<file path="config.mk">
export PLATFORM = sky130hd
export DESIGN_NAME = vga_sync_gen
export DESIGN_NICKNAME = d
export VERILOG_FILES = /design/src/rtl/vga_pkg.sv /design/src/rtl/mod_counter.sv /design/src/rtl/vga_sync_gen.sv
export SDC_FILE = /design/constraint.sdc
export NUM_CORES = 1
export LEC_CHECK = 0
export CORE_AREA = 4 4 58 60
export DETAILED_ROUTE_END_ITERATION = 16
export DIE_AREA = 0 0 62 64
export GPL_TIMING_DRIVEN = 0
export MAX_ROUTING_LAYER = met4
export PLACE_DENSITY_LB_ADDON = 0.2
export SYNTH_ARGS = -nofsm -noshare
export SYNTH_HDL_FRONTEND = slang
export SYNTH_SLANG_ARGS = --single-unit
export TNS_END_PERCENT = 50
</file>
<file path="constraint.sdc">
create_clock -name clk -period 2.8 [get_ports clk]
set_clock_uncertainty 0.15 [all_clocks]
set_input_delay 0.56 -clock clk [delete_from_list [all_inputs] [get_ports clk]]
set_output_delay 0.56 -clock clk [all_outputs]
set_load 0.005 [all_outputs]
</file>
<file path="src/rtl/vga_pkg.sv">
// rtl/vga_pkg.sv - 640x480@60 VGA timing constants shared by the sync generator and the graphics blocks
//
// Purpose : single source of the horizontal/vertical timing numbers and the
//           coordinate width so every frame-level block agrees on them.
// Contents: H_*/V_* timing constants, H_TOTAL/V_TOTAL, CLK_DIV, COORD_W and
//           in_window(), an inclusive range test on a coordinate.
package vga_pkg;

    localparam int COORD_W   = 10;

    localparam int H_DISPLAY = 640;
    localparam int H_FRONT   = 16;
    localparam int H_SYNC    = 96;
    localparam int H_BACK    = 48;
    localparam int H_TOTAL   = H_DISPLAY + H_FRONT + H_SYNC + H_BACK;

    localparam int V_DISPLAY = 480;
    localparam int V_FRONT   = 10;
    localparam int V_SYNC    = 2;
    localparam int V_BACK    = 33;
    localparam int V_TOTAL   = V_DISPLAY + V_FRONT + V_SYNC + V_BACK;

    localparam int CLK_DIV   = 4;

    function automatic logic in_window(
        input logic [COORD_W-1:0] v,
        input logic [COORD_W-1:0] lo,
        input logic [COORD_W-1:0] hi
    );
        return (v >= lo) && (v <= hi);
    endfunction

endpackage

</file>
<file path="src/rtl/mod_counter.sv">
// rtl/mod_counter.sv - enabled modulo-MAX counter with a wrap strobe
//
// Purpose : counts 0..MAX-1 while en is high, wrapping to 0 after MAX-1.
// Ports   : clk, reset (async, active-high)
//           en   - advance on this clk edge
//           q    - registered count
//           wrap - high when the next enabled edge returns q to 0
module mod_counter #(
    parameter int MAX = 4,
    parameter int W   = 2
) (
    input  logic         clk,
    input  logic         reset,
    input  logic         en,
    output logic [W-1:0] q,
    output logic         wrap
);

    localparam logic [W-1:0] LAST = W'(MAX - 1);

    // Qualified by en so a chained counter can use it directly as its enable.
    assign wrap = en && (q == LAST);

    always_ff @(posedge clk or posedge reset) begin
        if (reset) begin
            q <= '0;
        end else if (en) begin
            q <= (q == LAST) ? '0 : q + W'(1);
        end
    end

endmodule

</file>
<file path="src/rtl/vga_sync_gen.sv">
// rtl/vga_sync_gen.sv - free-running VGA timing generator (pixel clock = clk / CLK_DIV)
//
// Purpose : produces pixel coordinates, video_on, registered hsync/vsync and a
//           frame-start pulse for the downstream graphics blocks.
// Ports   : clk, reset (async, active-high)
//           hsync, vsync - registered sync, SYNC_ACTIVE while inside the window
//           video_on     - x/y inside the visible area
//           p_tick       - one clk high per pixel period
//           x, y         - pixel / line counters
//           frame_tick   - one clk pulse after x/y wrap to 0/0
module vga_sync_gen #(
    parameter int   H_DISPLAY   = vga_pkg::H_DISPLAY,
    parameter int   H_FRONT     = vga_pkg::H_FRONT,
    parameter int   H_SYNC      = vga_pkg::H_SYNC,
    parameter int   H_BACK      = vga_pkg::H_BACK,
    parameter int   V_DISPLAY   = vga_pkg::V_DISPLAY,
    parameter int   V_FRONT     = vga_pkg::V_FRONT,
    parameter int   V_SYNC      = vga_pkg::V_SYNC,
    parameter int   V_BACK      = vga_pkg::V_BACK,
    parameter int   CLK_DIV     = vga_pkg::CLK_DIV,
    parameter logic SYNC_ACTIVE = 1'b0
) (
    input  logic       clk,
    input  logic       reset,
    output logic       hsync,
    output logic       vsync,
    output logic       video_on,
    output logic       p_tick,
    output logic [9:0] x,
    output logic [9:0] y,
    output logic       frame_tick
);

    import vga_pkg::COORD_W;
    import vga_pkg::in_window;

    localparam int H_TOT = H_DISPLAY + H_FRONT + H_SYNC + H_BACK;
    localparam int V_TOT = V_DISPLAY + V_FRONT + V_SYNC + V_BACK;
    localparam int DIV_W = (CLK_DIV > 1) ? $clog2(CLK_DIV) : 1;

    localparam logic [COORD_W-1:0] H_VIS    = COORD_W'(H_DISPLAY);
    localparam logic [COORD_W-1:0] V_VIS    = COORD_W'(V_DISPLAY);
    localparam logic [COORD_W-1:0] HS_FIRST = COORD_W'(H_DISPLAY + H_FRONT);
    localparam logic [COORD_W-1:0] HS_LAST  = COORD_W'(H_DISPLAY + H_FRONT + H_SYNC - 1);
    localparam logic [COORD_W-1:0] VS_FIRST = COORD_W'(V_DISPLAY + V_FRONT);
    localparam logic [COORD_W-1:0] VS_LAST  = COORD_W'(V_DISPLAY + V_FRONT + V_SYNC - 1);

    logic [DIV_W-1:0]   div;
    logic               div_wrap;
    logic               x_wrap;
    logic               y_en;
    logic               y_wrap;
    logic [COORD_W-1:0] x_nxt;
    logic [COORD_W-1:0] y_nxt;

    mod_counter #(.MAX(CLK_DIV), .W(DIV_W)) u_div (
        .clk   (clk),
        .reset (reset),
        .en    (1'b1),
        .q     (div),
        .wrap  (div_wrap)
    );

    assign p_tick = div_wrap;

    mod_counter #(.MAX(H_TOT), .W(COORD_W)) u_x (
        .clk   (clk),
        .reset (reset),
        .en    (p_tick),
        .q     (x),
        .wrap  (x_wrap)
    );

    assign y_en = p_tick & x_wrap;

    mod_counter #(.MAX(V_TOT), .W(COORD_W)) u_y (
        .clk   (clk),
        .reset (reset),
        .en    (y_en),
        .q     (y),
        .wrap  (y_wrap)
    );

    // Values the counters will hold after this edge; decoding the sync windows
    // from these keeps the registered syncs in step with x/y.
    always_comb begin
        x_nxt = x;
        y_nxt = y;
        if (x_wrap) begin
            x_nxt = '0;
        end else if (p_tick) begin
            x_nxt = x + COORD_W'(1);
        end
        if (y_wrap) begin
            y_nxt = '0;
        end else if (y_en) begin
            y_nxt = y + COORD_W'(1);
        end
    end

    always_ff @(posedge clk or posedge reset) begin
        if (reset) begin
            hsync      <= ~SYNC_ACTIVE;
            vsync      <= ~SYNC_ACTIVE;
            frame_tick <= 1'b0;
        end else begin
            hsync      <= in_window(x_nxt, HS_FIRST, HS_LAST) ? SYNC_ACTIVE : ~SYNC_ACTIVE;
            vsync      <= in_window(y_nxt, VS_FIRST, VS_LAST) ? SYNC_ACTIVE : ~SYNC_ACTIVE;
            // y_wrap already implies x_wrap and p_tick: both counters return to 0.
            frame_tick <= y_wrap;
        end
    end

    assign video_on = (x < H_VIS) && (y < V_VIS);

endmodule

</file>
# ---- After elaboration in Yosys (flattened, before gate mapping)
# Cells that the tools add are included.
dict set report op_classes {
  shifts 0
  mux 9
  add_sub_neg 3
  reduce_logical 5
  order_cmp 6
  multipliers 0
  eq_ne 3
  n_bitwise 1
  div 0
}
# cell count
set op_table {}
lappend op_table {{two-way mux 10 bit} 6}
lappend op_table {{adder 10 x 1 -> 10 bit (second input constant)} 2}
lappend op_table {{== test 10 bit (second input constant)} 2}
lappend op_table {{greater-or-equal comparator 10 bit (second input constant)} 1}
lappend op_table {{greater-or-equal comparator 10 x 9 -> 1 bit (second input constant)} 1}
lappend op_table {{<= comparator 10 bit (second input constant)} 1}
lappend op_table {{<= comparator 10 x 9 -> 1 bit (second input constant)} 1}
lappend op_table {{< comparator 10 bit (second input constant)} 1}
lappend op_table {{< comparator 10 x 9 -> 1 bit (second input constant)} 1}
lappend op_table {{logical AND 1 bit} 5}
lappend op_table {{adder 2 x 1 -> 2 bit (second input constant)} 1}
lappend op_table {{== test 2 bit (second input constant)} 1}
lappend op_table {{two-way mux 1 bit} 2}
lappend op_table {{two-way mux 2 bit} 1}
lappend op_table {{AND 1 bit} 1}
dict set report word_totals {
  ramBits 0
  output_inout_bits 25
  reg_bits 25
  rom_bits 0
  memories 0
  latchBits 0
  elab_cells 33
}

# ---- Logic depth before layout (Yosys ltp)
# Gate-level depths: netlist of the first run.
dict set report depth {
  ltp_word 8
  ltp_mapped 8
  depth_no_buf 7
}

# ---- Cells and area by module
# A second synthesis of the first run with hierarchy kept.
dict set report hier_totals {
  hier_cells 164
  hier_area_um2 1577.8
}
# module cells_per_inst area_per_inst_um2 n_inst
set by_module_without_submodules {}
lappend by_module_without_submodules {{mod_counter (u_y)} 50 544.3 1}
lappend by_module_without_submodules {{mod_counter (u_x)} 53 521.8 1}
lappend by_module_without_submodules {vga_sync_gen 53 411.6 1}
lappend by_module_without_submodules {{mod_counter (u_div)} 8 100.1 1}

# ---- Least setup slack after synthesis of the first run
# No wires, ideal clock.
dict set report synth_timing {
  path_kind {register to register}
  start {register u_x.q[7]}
  end {register vsync}
  stages_incl_launch_ff 8
  synth_period_minus_slack_ps 2386
  setup_time_ps 90
  t_arrival_ps 2146
  t_required_ps 2560
  path_slack_ps 414
  cell_sequence {dfrtp_1 > buf_6 > or4b_4 > or4_4 > buf_6 > a211o_1 > a22oi_1 > nand4b_1}
}
dict set report synth_via {
  elab_chain_cells 8
}
# item line
set synth_lines {}
lappend synth_lines {{start: declaration} mod_counter.sv:15} ;# output logic [W-1:0] q,
lappend synth_lines {{start signal: assignment} mod_counter.sv:28} ;# q <= (q == LAST) ? '0 : q + W'(1);
lappend synth_lines {{== test 10 bit *} mod_counter.sv:22} ;# assign wrap = en && (q == LAST);
lappend synth_lines {{logical AND 1 bit *} mod_counter.sv:22}
lappend synth_lines {{AND 1 bit *} vga_sync_gen.sv:74} ;# assign y_en = p_tick & x_wrap;
lappend synth_lines {{two-way mux 10 bit / logical AND 1 bit (equally long branches)} {vga_sync_gen.sv:96, mod_counter.sv:22}}
lappend synth_lines {{two-way mux 10 bit *} vga_sync_gen.sv:94} ;# if (y_wrap) begin
lappend synth_lines {{greater-or-equal comparator 10 x 9 -> 1 bit / <= comparator 10 x 9 -> 1 bit (equally long branches)} vga_pkg.sv:30} ;# return (v >= lo) && (v <= hi);
lappend synth_lines {{logical AND 1 bit *} vga_pkg.sv:30}
lappend synth_lines {{two-way mux 1 bit *} vga_sync_gen.sv:108} ;# vsync <= in_window(y_nxt, VS_FIRST, VS_LAST) ? SYNC_ACTIVE : ~SYNC_ACTIVE;
lappend synth_lines {{end signal: assignment} vga_sync_gen.sv:104} ;# vsync <= ~SYNC_ACTIVE;
lappend synth_lines {{end signal: assignment} vga_sync_gen.sv:108}
lappend synth_lines {{end: declaration} vga_sync_gen.sv:26} ;# output logic vsync,
# Mark *: on every way between the ends. The rest lies on a longest branch, timed or not.
# A chain may end at the register's enable or synchronous reset.

# ---- Worst setup path after layout of the first run
dict set report layout_timing {
  start {register u_div.q[0]}
  end {register vsync}
}
dict set report layout_via {
  elab_chain_cells 8
}
# item line
set layout_lines {}
lappend layout_lines {{start: declaration} mod_counter.sv:15}
lappend layout_lines {{start signal: assignment} mod_counter.sv:28}
lappend layout_lines {{== test 2 bit *} mod_counter.sv:22}
lappend layout_lines {{logical AND 1 bit} mod_counter.sv:22}
lappend layout_lines {{AND 1 bit *} vga_sync_gen.sv:74}
lappend layout_lines {{two-way mux 10 bit / logical AND 1 bit (equally long branches)} {vga_sync_gen.sv:96, mod_counter.sv:22}}
lappend layout_lines {{two-way mux 10 bit *} vga_sync_gen.sv:94}
lappend layout_lines {{greater-or-equal comparator 10 x 9 -> 1 bit / <= comparator 10 x 9 -> 1 bit (equally long branches)} vga_pkg.sv:30}
lappend layout_lines {{logical AND 1 bit *} vga_pkg.sv:30}
lappend layout_lines {{two-way mux 1 bit *} vga_sync_gen.sv:108}
# Marked as above.

==> summary.txt, run 1 <==
Global routing
  – Initial antenna violation count: 0
  – First-pass GRT wire length: between 5 and 6 mm
  – Largest net degree at the start of global routing: 26
  – Vias in the first global route: roughly 1200
  – Total grt overflow: 0
  – Total GRT Usage: around 18%

Drt
  – Drt total wl: 3.04 mm
  – Routed wire per std cell: 14.4 microns
  – Initial DRC Count: between 40 and 50
  – Avg Vias per Cell: 5.80
  – Post-route ant nets: 0
  – DRC: 0
  – DRT Pass-1 Iters: 4
  – Total vias in the final route: around 1200

Synth
  – FF+latch count, synth: 25
  – Mapped Nets: around 150
  – Synth warnings: 0
  – Count leader, synth: dfrtp_1
  – Post-synth top area share: 40.3%
  – Synth top area cells: dfrtp_1 40%, xnor2_1 4.3%, dfstp_2 3.7%
  – Ys async rst share: 100%
  – Synthesized area: 0.00143 sq mm
  – Post-synthesis sequential area ratio: 44.0%
  – Synth Flop Type: dfrtp_1
  – Post-Syn Instances: ~150
  – Synth top cells by count: 23 x dfrtp_1, 13 x nand2_1, 9 x nor2_1, 8 x inv_1
  – Area leader, netlist: dfrtp_1
  – Synth cell types: 42
  – Mean Syn Cell Area: 9.65 sq um
  – EDFF count, synth: 0

Run
  – Max-cap violations: 0

STA
  – Final Hold Viols: 0
  – Post-layout min period: around 2.6 ns
  – # setup viols final: 0
  – Worst-margin pin slew: about 0.94 ns
  – Fmax: about 380 MHz
  – WHS: approximately 0.29 ns
  – Final period utilization: around 93%
  – Rel. slew slack: a little under two fifths
  – RSZ-0062 raised after global routing: no
  – Final Slew Violations: 0
  – Total negative slack: 0 ns

Pwr
  – Combinational cell fraction of total power: 1.5%
  – Switching portion of total power: between 20 and 25%
  – Tot Pwr: approximately 0.00054 W
  – Power Dens Cells: a little over 300 mW/mm^2
  – Net load switching power: between 0.0001 and 0.00015 W
  – LEAKAGE: roughly 0.74 nW
  – Maximum vdd ir drop: ~0.00025 V
  – Clock group share of total power: 31.1%
  – Reg power frac: 67.3%
  – Pint: about 0.00042 W

Clock network
  – Clock root cell: clkbuf_4
  – Clock sinks: 25
  – Htree depth: 1
  – Total CTS buffers: 3
  – # hold bufs at CTS: 0
  – Post-CTS setup buffers: 0
  – Clk_lat worst skew: between 0.3 and 0.4 ns
  – CTS max path bufs: 2
  – CTS tree: built
  – Clk pin slew, worst setup/hold paths: roughly 0.14 ns
  – Post-CTS Resized: 0

Floorplanning
  – Core area: 0.00293 sq mm
  – Die X: a little over 60 microns
  – DIE AREA: about 0.0040 sq mm
  – Rows: 20
  – Initial core utilization: 48.8%
  – Die height: 64 microns
  – Io pins: 27

Layout
  – Area Growth Syn to Fin: 23.7%
  – Layout net count: approximately 190
  – Final core occ: roughly 60%
  – FILL cells: between 200 and 300
  – Sequential cell area: roughly 630 sq um
  – Area of the multi-input gates: about 730 sq um
  – # diodes: 0
  – Layout cell share with drive strength beyond 1: between 10 and 15%
  – Final instance area: 0.00177 sq mm

Critical path
  – Setup crit start kind: flop
  – Crit end category: flop
  – CP Max Fanout: 8
  – Critical Path RT: just under 3 ns
  – Crit path kind: reg2reg
  – WP data arrival: ~2.7 ns

Placement
  – Placed inst area: roughly 0.0017 sq mm
  – Detailed Place HPWL: around 2.2 mm
  – GPL Wtd Cong: just under 0.9
  – PortBufs: 26

Min path
  – Hold WC Path Type: reg2reg

Outcome
  – Status: completed
==> area by class of cell <==
class | count | area share, %
clock inverters | 1 | 0.283
inverters | 8 | 1.70
plain buffers | 8 | 2.69
flip-flops and latches | 25 | 35.6
well taps | 33 | 2.34
repair buffers | 26 | 14.7
clock buffers | 3 | 1.28
multi-input cells | 107 | 41.4
==> worst max-delay path, cell delays in order, from the launching register on <==
cell	delay (ns)
dfrtp_1	0.38
ha_1	0.17
clkbuf_1	0.29
nand4_1	0.24
or4_4	0.56
buf_6	0.15
a211o_1	0.26
a22oi_1	0.21
nand4b_1	0.14
==> cell families (layout without fill, tap and decap cells) <==
kind of cell             Yosys count  count (layout)  share of synthesized area [%]
AO/OA/AOI/OAI                     30              30                           13.6
adder cells (fa/ha/maj)            5               5                           4.21
buffers and inverters             16              46                           5.43
flip-flops                        25              25                           44.0
XOR/XNOR                          12              12                           7.36
multiplexers                       2               2                           1.40
AND/OR/NAND/NOR                   58              58                           24.0
==> power by group through the flow <==
stage / registers [W] / clock network [W] / logic, W
2_1_floorplan: 0.000368 / 0 / 0.00000534
3_3_place_gp: 0.000368 / 0 / 0.00000877
3_5_place_dp: 0.000368 / 0 / 0.00000887
4_1_cts: 0.000361 / 0.000173 / 0.00000879
5_1_grt: 0.000361 / 0.000191 / 0.00000973
6_report: 0.000361 / 0.000167 / 0.00000811
==> path summary, 6_finish.rpt <==
kind,startpoint,endpoint,slack [ns],cells after the start
hold reg to reg,u_div.q[0]$_DFF_PP0_,u_div.q[0]$_DFF_PP0_,0.29,1
setup / recovery,u_div.q[0]$_DFF_PP0_,vsync$_DFF_PP1_,0.18,8
max in group asynchronous,reset,u_x.q[7]$_DFFE_PP0N_,1.36,2
setup reg to reg,u_div.q[0]$_DFF_PP0_,vsync$_DFF_PP1_,0.18,8
hold / removal,u_div.q[0]$_DFF_PP0_,u_div.q[0]$_DFF_PP0_,0.29,1
min in group asynchronous,reset,u_y.q[1]$_DFFE_PP0P_,0.57,2
==> state kept, by name, indices dropped and copies added (netlist names) <==
signal and count:
u_y.q 10, vsync 1, u_div.q 2, frame_tick 1, u_x.q 10, hsync 1
==> cell usage in the layout (no fill, tap or decap), types with 5 or more instances in the layout <==
cell type | Yosys | final
nand4_1 | 6 | 6
xnor2_1 | 7 | 7
nor2_1 | 9 | 9
a21oi_1 | 6 | 6
a31oi_1 | 6 | 6
xor2_1 | 5 | 5
inv_1 | 8 | 8
nand2_1 | 13 | 13
o21ai_0 | 7 | 7
nand3_1 | 6 | 6
clkdlybuf4s50_1 | 0 | 26
dfrtp_1 | 23 | 23
==> per-layer routing <==
metal | global-route usage, % | share of wire [%] | up-vias | routed length, microns
li1 | - | - | 598 | -
met5 | - | 0 | - | 0
met1 | 24.7 | 49 | 591 | 1490
met2 | 25.9 | 46 | 29 | 1410
met3 | 3.03 | 3.4 | 5 | 102
met4 | 7.16 | 1.5 | 0 | 46
==> per-stage QoR <==
step	setup slack [ns]	std cells
3_5_place_dp	0.0547	207
2_1_floorplan	0.414	148
5_1_grt	0.0196	211
3_3_place_gp	0.0934	207
4_1_cts	0.0109	211
6_report	0.183	211
Power figures use the tool's default switching activity.
==> run 2: changes to the inputs <==
Settings changed: ABC_AREA from default to 1.
==> run 2 against run 1 <==
- via count rose by 2.5%
- synthesized cell count up 26%
- area after synthesis about the same
- core utilization is 0.26 points lower
- count of clock-buffer cells in the layout did not move
- register-to-register slack better by 0.73 ns
==> summary.txt, run 2 <==
Outcome
  – Status: completed

Min path
  – Hold WC Path Type: reg2reg

Pwr
  – LEAKAGE: roughly 0.91 nW
  – Power Dens Cells: a little over 300 mW/mm^2
  – Maximum vdd ir drop: 0.000240 V

Floorplanning
  – Rows: 20
  – Die height: roughly 64 microns
  – Initial core utilization: roughly half
  – DIE AREA: a little under 0.004 sq mm
  – Io pins: 27
  – Die X: 62 microns
  – Core area: roughly 0.0029 sq mm

Synth
  – Synth warnings: 0
  – Synthesized area: 0.00143 sq mm
  – EDFF count, synth: 0
  – Post-synthesis sequential area ratio: between 40% and 50%
  – Post-synth top area share: approximately two fifths
  – Synth top cells by count: 43 x nand2_1, 32 x inv_1, 23 x dfrtp_1, 20 x nor2_1, 11 x nand3_1
  – FF+latch count, synth: 25
  – Synth cell types: 26
  – Post-Syn Instances: approximately 190
  – Count leader, synth: nand2_1
  – Mapped Nets: ~190
  – Synth Flop Type: dfrtp_1
  – Mean Syn Cell Area: 7.64 sq um
  – Synth top area cells: dfrtp_1 40%, nand2_1 11%, inv_1 8.4%
  – Ys async rst share: 100%
  – Area leader, netlist: dfrtp_1

Layout
  – Regs by FF count: u_x.q: 10 flops, u_y.q: 10 flops, u_div.q: 2 flops
  – Finished Layout Cells: 250
  – Layout net count: 224
  – # diodes: 0
  – FILL cells: approximately 280
  – Layout cell share with drive strength beyond 1: 12.4%
  – Area Growth Syn to Fin: 23.0%
  – Commonest cells after routing, fill and taps aside: 43 x nand2_1, 32 x inv_1, 26 x clkdlybuf4s50_1, 23 x dfrtp_1, 20 x nor2_1
  – Commonest non-fill, non-tap cell in the layout: nand2_1

Critical path
  – WP data arrival: about 1.7 ns
  – Critical path destination: video_on
  – Worst Reg2Reg Path Length in Cells: 9
  – Setup crit start kind: flop
  – Crit-path cells: nand2_1 > nor3_1 > nor3_1 > clkdlybuf4s50_1
  – CP max stage delay: 0.48 ns
  – R2r setup slk: roughly 0.9 ns
  – CP max-delay cell: dfrtp_1
  – Reg-to-reg endpoint: vsync$_DFF_PP1_
  – Crit path kind: reg2out
  – Critical Path RT: ~2.1 ns
  – CP Max Fanout: 7
  – Reg2Reg Launch Point: u_div.q[0]$_DFF_PP0_
  – Crit end category: primary output
  – Crit path from: u_y.q[6]$_DFFE_PP0P_
  – Most frequent CP cell: nor3_1

Drt
  – DRT Pass-1 Iters: 4
  – Post-route ant nets: 0
  – Avg Vias per Cell: 5.02
  – Drt total wl: 2.93 mm
  – Initial DRC Count: 78
  – Total vias in the final route: approximately 1300
  – Routed wire per std cell: around 12 microns
  – DRC: 0

Global routing
  – Largest net degree at the start of global routing: 26
  – Vias in the first global route: roughly 1200
  – Total GRT Usage: between 10% and 20%
  – Total grt overflow: 0
  – Initial antenna violation count: 0
  – First-pass GRT wire length: between 5 and 6 mm

STA
  – Final period utilization: 85.7%
  – Total negative slack: 0 ns
  – Final Hold Viols: 0
  – Rel. slew slack: between 30% and 40%
  – Fmax: roughly 420 MHz
  – RSZ-0062 raised after global routing: no
  – Post-layout min period: around 2.4 ns
  – # setup viols final: 0
  – Worst-margin pin slew: roughly 0.95 ns
  – Final Slew Violations: 0

Clock network
  – Clock root cell: clkbuf_4
  – CTS max path bufs: 2
  – # hold bufs at CTS: 0
  – Clock sinks: 25
  – Post-CTS Resized: 0
  – Total CTS buffers: 3
  – Htree depth: 1
  – Clk pin slew, worst setup/hold paths: between 0.1 and 0.15 ns
  – Post-CTS setup buffers: 0
  – Clk_lat worst skew: approximately 0.32 ns
  – CTS tree: built

Placement
  – GPL Wtd Cong: 0.881
  – PortBufs: 26
  – Cells after DPL: about 250
  – Detailed Place HPWL: around 2.2 mm

Run
  – Max-cap violations: 0
==> run 2: cell types whose count changed in the layout (fill, tap and decap cells not counted), moves of 3 or more <==
cell	previous run	this run
nand4b_1	4	0
nand2_1	13	43
nor2_2	1	4
inv_1	8	32
and3_1	3	0
o21ai_1	0	7
nand3_1	6	11
inv_2	0	8
nor2_1	9	20
clkbuf_1	4	0
a21oi_1	6	3
xnor2_1	7	0
a31oi_1	6	0
==> run 2: worst min path at each step <==
stage / slack, ns / endpoint / from / depth (start not counted)
2_1_floorplan: 0.25 / u_div.q[0]$_DFF_PP0_ / u_div.q[0]$_DFF_PP0_ / 1
3_3_place_gp: 0.26 / u_div.q[0]$_DFF_PP0_ / u_div.q[0]$_DFF_PP0_ / 1
5_1_grt: 0.33 / u_div.q[0]$_DFF_PP0_ / u_div.q[0]$_DFF_PP0_ / 1
6_report: 0.30 / u_div.q[0]$_DFF_PP0_ / u_div.q[0]$_DFF_PP0_ / 1
3_5_place_dp: 0.28 / u_div.q[0]$_DFF_PP0_ / u_div.q[0]$_DFF_PP0_ / 1
4_1_cts: 0.30 / u_div.q[0]$_DFF_PP0_ / u_div.q[0]$_DFF_PP0_ / 1
==> run 2: cells by family (layout without fill, tap and decap cells) <==
kind of cell | after synthesis | count (layout) | share of synthesized area (%)
XOR/XNOR | 3 | 3 | 1.84
AND/OR/NAND/NOR | 93 | 93 | 30.6
buffers and inverters | 42 | 72 | 12.1
flip-flops | 25 | 25 | 44.0
adder cells (fa/ha/maj) | 4 | 4 | 3.50
AO/OA/AOI/OAI | 20 | 20 | 8.06
==> run 2: area by class of cell <==
| cell class | instances | area (sq um) | area share [%] |
|---|---|---|---|
| Tap cell | 33 | 41.3 | 2.35 |
| Sequential cell | 25 | 628 | 35.7 |
| Timing Repair Buffer | 26 | 260 | 14.8 |
| Clock inverter | 1 | 5.00 | 0.285 |
| Clock buffer | 3 | 22.5 | 1.28 |
| Multi-Input combinational cell | 120 | 628 | 35.7 |
| Inverter | 40 | 150 | 8.54 |
| Buffer | 2 | 22.5 | 1.28 |
==> run 2: through the flow <==
| step | power (W) | util (%) | cell area, sq um | setup slack, ns | hold WS (ns) |
|---|---|---|---|---|---|
| after detailed placement | 0.000377 | 59.1 | 1730 | 0.765 | 0.283 |
| after global placement | 0.000377 | 59.1 | 1730 | 0.792 | 0.264 |
| after global routing | 0.000558 | 60.0 | 1760 | 0.273 | 0.328 |
| after CTS | 0.000539 | 60.0 | 1760 | 0.385 | 0.302 |
| after floorplan | 0.000373 | - | 1430 | 1.15 | 0.253 |
| final | 0.000532 | 60.0 | 1760 | 0.400 | 0.299 |
==> run 2: per-layer routing <==
metal	up-vias	share of wire, %	track usage (%)
met1	586	45	22.1
met5	-	0	-
li1	639	-	-
met2	25	50	28.2
met4	0	1.1	5.57
met3	4	3.4	2.63
==> run 2: worst max-delay path: cells and delay by family, from the launching register on <==
family        cells  cell delay [ns]
simple gates      3             0.44
flops             1             0.48
buf+inv           1             0.45
==> run 2: power by group <==
part | leakage [nW] | internal, W | total [W] | switching (W)
Clock | 0.0177 | 0.0000535 | 0.000162 | 0.000109
Sequential | 0.328 | 0.000361 | 0.000361 | 0
Combinational | 0.568 | 0.00000129 | 0.00000825 | 0.00000696
==> run 3: changes to the inputs <==
Settings changed: REMOVE_ABC_BUFFERS from default to 1.
Clock period 2.8 ns to 2.3 ns, I/O delays scaled along.
==> run 3 against run 2 <==
- cell area fell by 0.71%
- critical path type unchanged
- sequential power rose by 22%
- highest routed layer unchanged
- die area did not move
- via count fell by 1.0%
- first-iteration DRC count fell by 36%
- power rose by 21%
- global-route usage fell by 0.79 points
==> summary.txt, run 3 (synthesis results as in run 2) <==
Placement
  – GPL Wtd Cong: 0.848
  – Cells after DPL: 244
  – PortBufs: 26
  – Detailed Place HPWL: ~2.2 mm

STA
  – Fmax: between 400 and 500 MHz
  – Final Hold Viols: 0
  – Worst-margin pin slew: around 0.95 ns
  – WHS: around 0.30 ns
  – Final period utilization: 92.2%
  – Post-layout min period: approximately 2.1 ns
  – Final Slew Violations: 0
  – RSZ-0062 raised after global routing: no
  – Rel. slew slack: a little over a third
  – # setup viols final: 0
  – Total negative slack: 0 ns

Floorplanning
  – Die X: about 62 microns
  – Die height: ~64 microns
  – Initial core utilization: approximately half
  – DIE AREA: between 0.003 and 0.004 sq mm
  – Io pins: 27
  – Core area: ~0.0029 sq mm
  – Rows: 20

Drt
  – Routed wire per std cell: between 10 and 15 microns
  – Avg Vias per Cell: 4.98
  – Drt total wl: about 3 mm
  – DRT Pass-1 Iters: 5
  – Total vias in the final route: 1241
  – Initial DRC Count: 50
  – Post-route ant nets: 0
  – DRC: 0

Layout
  – Commonest cells after routing, fill and taps aside: 43 x nand2_1, 32 x inv_1, 25 x clkdlybuf4s50_1, 22 x dfrtp_1, 20 x nor2_1
  – FILL cells: 280
  – # diodes: 0
  – Regs by FF count: u_x.q: 10 flops, u_y.q: 10 flops, u_div.q: 2 flops
  – Layout cell share with drive strength beyond 1: between 10% and 20%
  – Layout net count: between 200 and 250
  – Commonest non-fill, non-tap cell in the layout: nand2_1
  – Area Growth Syn to Fin: 22.2%
  – Finished Layout Cells: 249

Global routing
  – Total grt overflow: 0
  – Total GRT Usage: 16.7%
  – Initial antenna violation count: 0
  – First-pass GRT wire length: around 5 mm
  – Largest net degree at the start of global routing: 26
  – Vias in the first global route: between 1000 and 1500

Critical path
  – Critical Path RT: around 1.7 ns
  – Crit end category: primary output
  – WP data arrival: around 1.5 ns
  – Setup crit start kind: flop
  – CP Max Fanout: 6
  – Worst Reg2Reg Path Length in Cells: 8
  – Crit path kind: reg2out

Pwr
  – LEAKAGE: 0.903 nW
  – Power Dens Cells: 370 mW/mm^2
  – Maximum vdd ir drop: between 0.0003 and 0.0004 V
  – Tot Pwr: roughly 0.00065 W

Clock network
  – CTS max path bufs: 2
  – Clock root cell: clkbuf_4
  – Htree depth: 1
  – CTS tree: built
  – Clk pin slew, worst setup/hold paths: between 0.1 and 0.15 ns
  – Total CTS buffers: 3
  – Clock sinks: 25
  – Clk_lat worst skew: around 0.31 ns

Min path
  – Hold WC Path Type: reg2reg
  – Hold path cells: 1

Run
  – Max-cap violations: 0

Outcome
  – Status: completed
[run 3: changes by cell type in the layout (fill, tap and decap cells not counted), sizes merged]
cell           change
clkinv             -1
dlymetal6s2s       +1
clkbuf             +1
buf                -1
clkdlybuf4s50      -1
[run 3: worst max-delay path, cell delays in order, from the launching register on]
cell	delay, ns
dfrtp_1	0.38
ha_1	0.27
clkdlybuf4s50_1	0.55
[run 3: layout make-up]
class                   instances  area (sq um)  share of cell area [%]
clock buffers                   4          26.3                    1.51
inverters                      40           150                    8.60
multi-input cells             120           628                    36.0
flip-flops and latches         25           629                    36.1
well taps                      33          41.3                    2.37
repair buffers                 27           270                    15.5
[run 3: layer usage]
metal  global-route usage, %  vias up  share of wire, %
met4                    5.31        0              0.65
met2                    27.5       28                48
li1                        -      636                 -
met5                       -        -                 0
met1                    20.6      575                47
met3                    2.42        2               3.5
[run 3: power by group]
part	total [W]	internal [W]	switching (W)
Sequential	0.000440	0.000440	0
Combinational	0.0000100	0.00000156	0.00000846
Clock	0.000196	0.0000677	0.000128
Total	0.000646	0.000509	0.000137
[run 3: path summary, 6_finish.rpt]
kind                                   endpoint  slack, ns                 start
max in group asynchronous  u_y.q[6]$_DFFE_PP0P_       0.86                 reset
min in group asynchronous  u_x.q[6]$_DFFE_PP0N_       0.50                 reset
setup reg to reg                vsync$_DFF_PP1_       0.39  u_div.q[0]$_DFF_PP0_
hold / removal             u_div.q[0]$_DFF_PP0_       0.30  u_div.q[0]$_DFF_PP0_
setup / recovery                         p_tick       0.18  u_div.q[0]$_DFF_PP0_
hold reg to reg            u_div.q[0]$_DFF_PP0_       0.30  u_div.q[0]$_DFF_PP0_
[run 3: stage by stage]
stage | area (sq um) | util [%] | setup WS (ns)
floorplan | 1410 | - | 0.646
global placement | 1710 | 58.3 | 0.398
detailed placement | 1710 | 58.3 | 0.390
CTS | 1730 | 59.2 | 0.00423
global route | 1750 | 59.6 | 0.102
finish | 1750 | 59.6 | 0.179
[run 3: repair_timing]
item	4_1_cts	5_1_grt
resized for setup	0	2
hold buffers	0	0
setup buffers	0	1
endpoints found under the setup margin	0	1
